`config.mk`:
```
export PLATFORM = sky130hd
export DESIGN_NAME = rf_seq_ctrl
export DESIGN_NICKNAME = d
export VERILOG_FILES = /design/src/rtl/rf_seq_ctrl.sv
export SDC_FILE = /design/constraint.sdc
export NUM_CORES = 1
export LEC_CHECK = 0
export BUFFER_PORTS_ARGS = -buffer_cell sky130_fd_sc_hd__buf_2
export CORE_MARGIN = 1
export CORE_UTILIZATION = 36
export CTS_CLUSTER_DIAMETER = 30
export DETAILED_ROUTE_END_ITERATION = 12
export GPL_TIMING_DRIVEN = 0
export PLACE_DENSITY = 0.66
export SLEW_MARGIN = 20
export SYNTH_ARGS = -nofsm -noshare
export SYNTH_HDL_FRONTEND = slang
export SYNTH_SLANG_ARGS = --single-unit
export TNS_END_PERCENT = 5
```
`constraint.sdc`:
```
create_clock -name clk -period 6.5 [get_ports clk]
set_input_delay 1.625 -clock clk [delete_from_list [all_inputs] [get_ports clk]]
set_output_delay 1.625 -clock clk [all_outputs]
set_load 0.005 [all_outputs]
```
`src/rtl/rf_seq_ctrl.sv`:
```
// rtl/rf_seq_ctrl.sv - sequenced register-file ALU controller (IDLE/READ/EXEC/WRITE); define RF_SEQ_SAT_EN for saturating ADD/SUB
module rf_seq_ctrl (
  input  logic       clk,
  input  logic       rst,
  input  logic       cmd_valid,
  output logic       cmd_ready,
  input  logic [2:0] cmd_op,
  input  logic [2:0] cmd_rd,
  input  logic [2:0] cmd_rs1,
  input  logic [2:0] cmd_rs2,
  input  logic [7:0] cmd_imm,
  output logic [2:0] read_addr1,
  output logic [2:0] read_addr2,
  input  logic [7:0] read_data1,
  input  logic [7:0] read_data2,
  output logic       we,
  output logic [2:0] write_addr,
  output logic [7:0] write_data,
  output logic       done,
  output logic [7:0] result,
  output logic       flag_z,
  output logic       flag_c
);

  localparam logic [2:0] OP_ADD = 3'b000;
  localparam logic [2:0] OP_SUB = 3'b001;
  localparam logic [2:0] OP_AND = 3'b010;
  localparam logic [2:0] OP_OR  = 3'b011;
  localparam logic [2:0] OP_XOR = 3'b100;
  localparam logic [2:0] OP_LDI = 3'b101;
  localparam logic [2:0] OP_MOV = 3'b110;
  localparam logic [2:0] OP_NOP = 3'b111;

  typedef enum logic [1:0] {
    S_IDLE  = 2'd0,
    S_READ  = 2'd1,
    S_EXEC  = 2'd2,
    S_WRITE = 2'd3
  } state_t;

  state_t     state_q;
  state_t     state_d;
  logic       accept;

  logic [2:0] op_q;
  logic [2:0] rd_q;
  logic [7:0] imm_q;
  logic [7:0] opa_q;
  logic [7:0] opb_q;

  logic [8:0] sum9;
  logic [8:0] diff9;
  logic [7:0] alu_res;
  logic       alu_c;

  // State register; reset drops any in-flight command
  always_ff @(posedge clk or posedge rst) begin
    if (rst) begin
      state_q <= S_IDLE;
    end else begin
      state_q <= state_d;
    end
  end

  // Next-state and handshake/write-strobe decode
  always_comb begin
    state_d   = state_q;
    cmd_ready = 1'b0;
    accept    = 1'b0;
    we        = 1'b0;
    done      = 1'b0;
    case (state_q)
      S_IDLE: begin
        cmd_ready = 1'b1;
        if (cmd_valid) begin
          accept  = 1'b1;
          // LDI and NOP need no operands, so they skip the read cycle
          state_d = (cmd_op == OP_LDI || cmd_op == OP_NOP) ? S_EXEC : S_READ;
        end
      end
      S_READ:  state_d = S_EXEC;
      S_EXEC:  state_d = S_WRITE;
      S_WRITE: begin
        done    = 1'b1;
        we      = (op_q != OP_NOP);
        state_d = S_IDLE;
      end
      default: state_d = S_IDLE;
    endcase
  end

  // ALU: result and carry/borrow for the registered opcode
  always_comb begin
    sum9    = {1'b0, opa_q} + {1'b0, opb_q};
    diff9   = {1'b0, opa_q} - {1'b0, opb_q};
    alu_res = result;
    alu_c   = 1'b0;
    case (op_q)
      OP_ADD: begin
        alu_c = sum9[8];
`ifdef RF_SEQ_SAT_EN
        alu_res = sum9[8] ? 8'hFF : sum9[7:0];
`else
        alu_res = sum9[7:0];
`endif
      end
      OP_SUB: begin
        // borrow out of the 9-bit difference means opa < opb unsigned
        alu_c = diff9[8];
`ifdef RF_SEQ_SAT_EN
        alu_res = diff9[8] ? 8'h00 : diff9[7:0];
`else
        alu_res = diff9[7:0];
`endif
      end
      OP_AND:  alu_res = opa_q & opb_q;
      OP_OR:   alu_res = opa_q | opb_q;
      OP_XOR:  alu_res = opa_q ^ opb_q;
      OP_LDI:  alu_res = imm_q;
      OP_MOV:  alu_res = opa_q;
      default: alu_res = result;
    endcase
  end

  // Command capture, operand capture and result/flag/write-port registers
  always_ff @(posedge clk or posedge rst) begin
    if (rst) begin
      op_q       <= OP_NOP;
      rd_q       <= 3'd0;
      imm_q      <= 8'd0;
      opa_q      <= 8'd0;
      opb_q      <= 8'd0;
      read_addr1 <= 3'd0;
      read_addr2 <= 3'd0;
      write_addr <= 3'd0;
      write_data <= 8'd0;
      result     <= 8'd0;
      flag_z     <= 1'b1;
      flag_c     <= 1'b0;
    end else begin
      if (accept) begin
        op_q       <= cmd_op;
        rd_q       <= cmd_rd;
        imm_q      <= cmd_imm;
        read_addr1 <= cmd_rs1;
        read_addr2 <= cmd_rs2;
      end
      // Operands are sampled before any write of this command, so rd may alias rs1/rs2
      if (state_q == S_READ) begin
        opa_q <= read_data1;
        opb_q <= read_data2;
      end
      if (state_q == S_EXEC && op_q != OP_NOP) begin
        result     <= alu_res;
        flag_c     <= alu_c;
        flag_z     <= (alu_res == 8'd0);
        write_addr <= rd_q;
        write_data <= alu_res;
      end
    end
  end

endmodule

```
==> results.json <==
{
  "synth_common_cells": "dfrtp_1, nand2_1, ha_1",
  "max_freq_ghz": 0.270,
  "synth_top_area_share_pct": 34.8,
  "antennaDiodeCount": 0,
  "grt_usage_pct": 18.6,
  "avgSynthCellArea_um2": 9.59,
  "crit_required_ns": 4.88,
  "cp_slowest_cell": "dfstp_2",
  "coreArea_um2": 8890,
  "grt_pass1_wl_mm": 14.2,
  "status": "complete, no violations",
  "drt-initial-drc-count": 131,
  "cts_hold_buffers": 0,
  "clk_latency_ns": 0.31,
  "dieArea_um2": 9770,
  "antenna_found_initial": 0,
  "hp-class": "reg2reg",
  "cts_buffers": 5,
  "portBuffers": 68,
  "leakagePower_nw": 1.91,
  "grt-ovfl-total": 0,
  "yosysMostFrequentCell": "dfrtp_1",
  "worstPathCellList": "buf_6 -> clkbuf_1 -> nand3_1 -> and2_1 -> buf_2",
  "avgRoutedWirePerCell_um": 16.2,
  "synth_nets": 421,
  "crit_fanout": 10,
  "maxSlewViolCount": 0,
  "ant_nets": 0,
  "fp.dieW_um": 98.9,
  "cp_slowest_stage_delay_ns": 0.54,
  "peakVddDrop_mv": 0.178,
  "worstSetupPathType": "reg2out",
  "vias_per_cell": 5.27,
  "worst_slew_pin_slew_ns": 0.660,
  "drv_cap": 0,
  "drive_above_1_share_pct": 30.5,
  "drt_pre_antenna_iters": 4,
  "wirelength_mm": 8.72,
  "syn_area_um2": 3380,
  "dpl_worst_slack_ns": 3.13,
  "grt_pass1_vias": 2846,
  "setup_tns_ns": 0,
  "crit_path_start_kind": "flip-flop",
  "clkSlewWorstSetupHoldPaths_ns": 0.10,
  "yosysSeqAreaShare_pct": 37.9,
  "fin_worst_skew_ns": 0.00607,
  "cts_sinks": 51,
  "syn_to_final_growth_pct": 17.6,
  "end_kind": "output port",
  "die_h_um": 98.9,
  "htree_levels": 2,
  "slew_headroom_pct": 56.0,
  "setup_ws_ns": 2.80,
  "postCtsResizedCells": 0,
  "nets": 497,
  "async_flop_share_pct": 100,
  "ys_top_cells_by_area": "dfrtp_1, ha_1, mux2_2",
  "fin_crit_sh_pct": 56.9,
  "fin_crit_ns": 3.70,
  "initial_utilization_pct": 38.0,
  "cp_data_arrival_time_ns": 2.07,
  "grt_max_degree": 33,
  "synthCells": 352,
  "yosysUniqueCellTypes": 60,
  "cts_setup_buffers": 0,
  "ys.flop_type": "dfrtp_1",
  "synth-seq-cells": 51,
  "ctsLongestPathBuffers": 2,
  "io_pins": 69,
  "synth_edf_count": 0,
  "synth_warnings": 0,
  "timing.reg2reg.setup_slack_ns": 3.72,
  "rows": 34,
  "cts_root_buf": "clkbuf_8",
  "cts_tree": "done",
  "dp_hpwl_mm": 6.78,
  "nFillCells": 913,
  "power.density_nw_per_um2": 575,
  "gp_congestion": 0.883,
  "grt_setup_unrepaired": "no",
  "drc": 0,
  "synth.largest_area_cell": "dfrtp_1",
  "vias": 2828,
  "finalHoldViolations": 0,
  "setup_viol": 0
}
==> logic make-up (layout without fill, tap and decap cells) <==
kind of cell / count (synthesis) / after routing / share of synthesized area [%]
flip-flops: 51 / 51 / 37.9
AND/OR/NAND/NOR: 94 / 94 / 13.7
multiplexers: 32 / 32 / 10.4
buffers and inverters: 53 / 130 / 7.56
adder cells (fa/ha/maj): 30 / 30 / 11.6
AO/OA/AOI/OAI: 88 / 88 / 17.8
XOR/XNOR: 4 / 4 / 1.04
==> report_power, final <==
part | internal (mW) | switching, mW | total [mW] | leakage, nW
Clock | 0.0873 | 0.117 | 0.204 | 0.0474
Sequential | 0.487 | 0.118 | 0.605 | 0.609
Combinational | 0.640 | 0.835 | 1.48 | 1.26
==> worst max-delay path, delay by kind of cell (launching register included) <==
family | cells | cell delay [ns]
buf+inv | 3 | 0.71
flops | 1 | 0.54
simple gates | 2 | 0.51
==> worst paths after layout <==
check                         start             to  cells after the start
max reg2reg                opa_q[0]         flag_z                      9
max in group asynchronous       rst         flag_z                      3
min                         rd_q[2]  write_addr[2]                      2
max                         op_q[0]             we                      5
min reg2reg                 rd_q[2]  write_addr[2]                      2
min in group asynchronous       rst       opa_q[7]                      2
==> flip-flops by register name, indices dropped and copies added, names as in the netlist, 2 cells and up <==
signal      cells
write_addr      3
opb_q           8
read_addr2      3
read_addr1      3
imm_q           8
state_q         2
opa_q           8
result          8
op_q            3
rd_q            3
==> layer usage <==
layer | share of wire [%] | vias to the layer above | global-route usage, %
met5 | 0 | - | 0
met4 | 1.4 | 0 | 5.51
met3 | 5.2 | 12 | 2.41
met2 | 49 | 70 | 31.6
met1 | 45 | 1371 | 24.7
li1 | - | 1375 | -
==> layout make-up <==
class	instances	area (um^2)	share of cell area, %
flip-flops and latches	51	1280	32.3
multi-input cells	248	1840	46.3
clock buffers	6	82.6	2.08
clock inverters	2	16.3	0.410
plain buffers	25	150	3.78
well taps	108	135	3.40
inverters	28	105	2.65
repair buffers	69	360	9.07
==> layout by cell type (no fill, tap or decap), types with 5 or more instances in the layout <==
cell / instances
ha_1: 28
buf_4: 9
nor2_1: 16
dfrtp_1: 47
nand2_1: 42
nand3_1: 6
nor2b_1: 5
a21oi_1: 15
buf_2: 74
inv_1: 25
mux2_2: 22
mux2i_1: 7
clkbuf_1: 8
clkbuf_8: 6
o21ai_0: 26
==> stage by stage <==
| stage | power, mW | utilization (%) | area [um^2] | instances | hold WS [ns] |
|---|---|---|---|---|---|
| finish | 2.28 | 44.7 | 3970 | 537 | 0.469 |
| global route | 2.50 | 44.7 | 3970 | 537 | 0.492 |
| CTS | 2.29 | 44.7 | 3970 | 537 | 0.472 |
| detailed placement | 2.08 | 43.6 | 3870 | 529 | 0.447 |
| global placement | 2.05 | 43.3 | 3850 | 528 | 0.444 |
| floorplan | 1.65 | - | 3380 | 352 | 0.433 |
(Power assumes the default switching activity.)
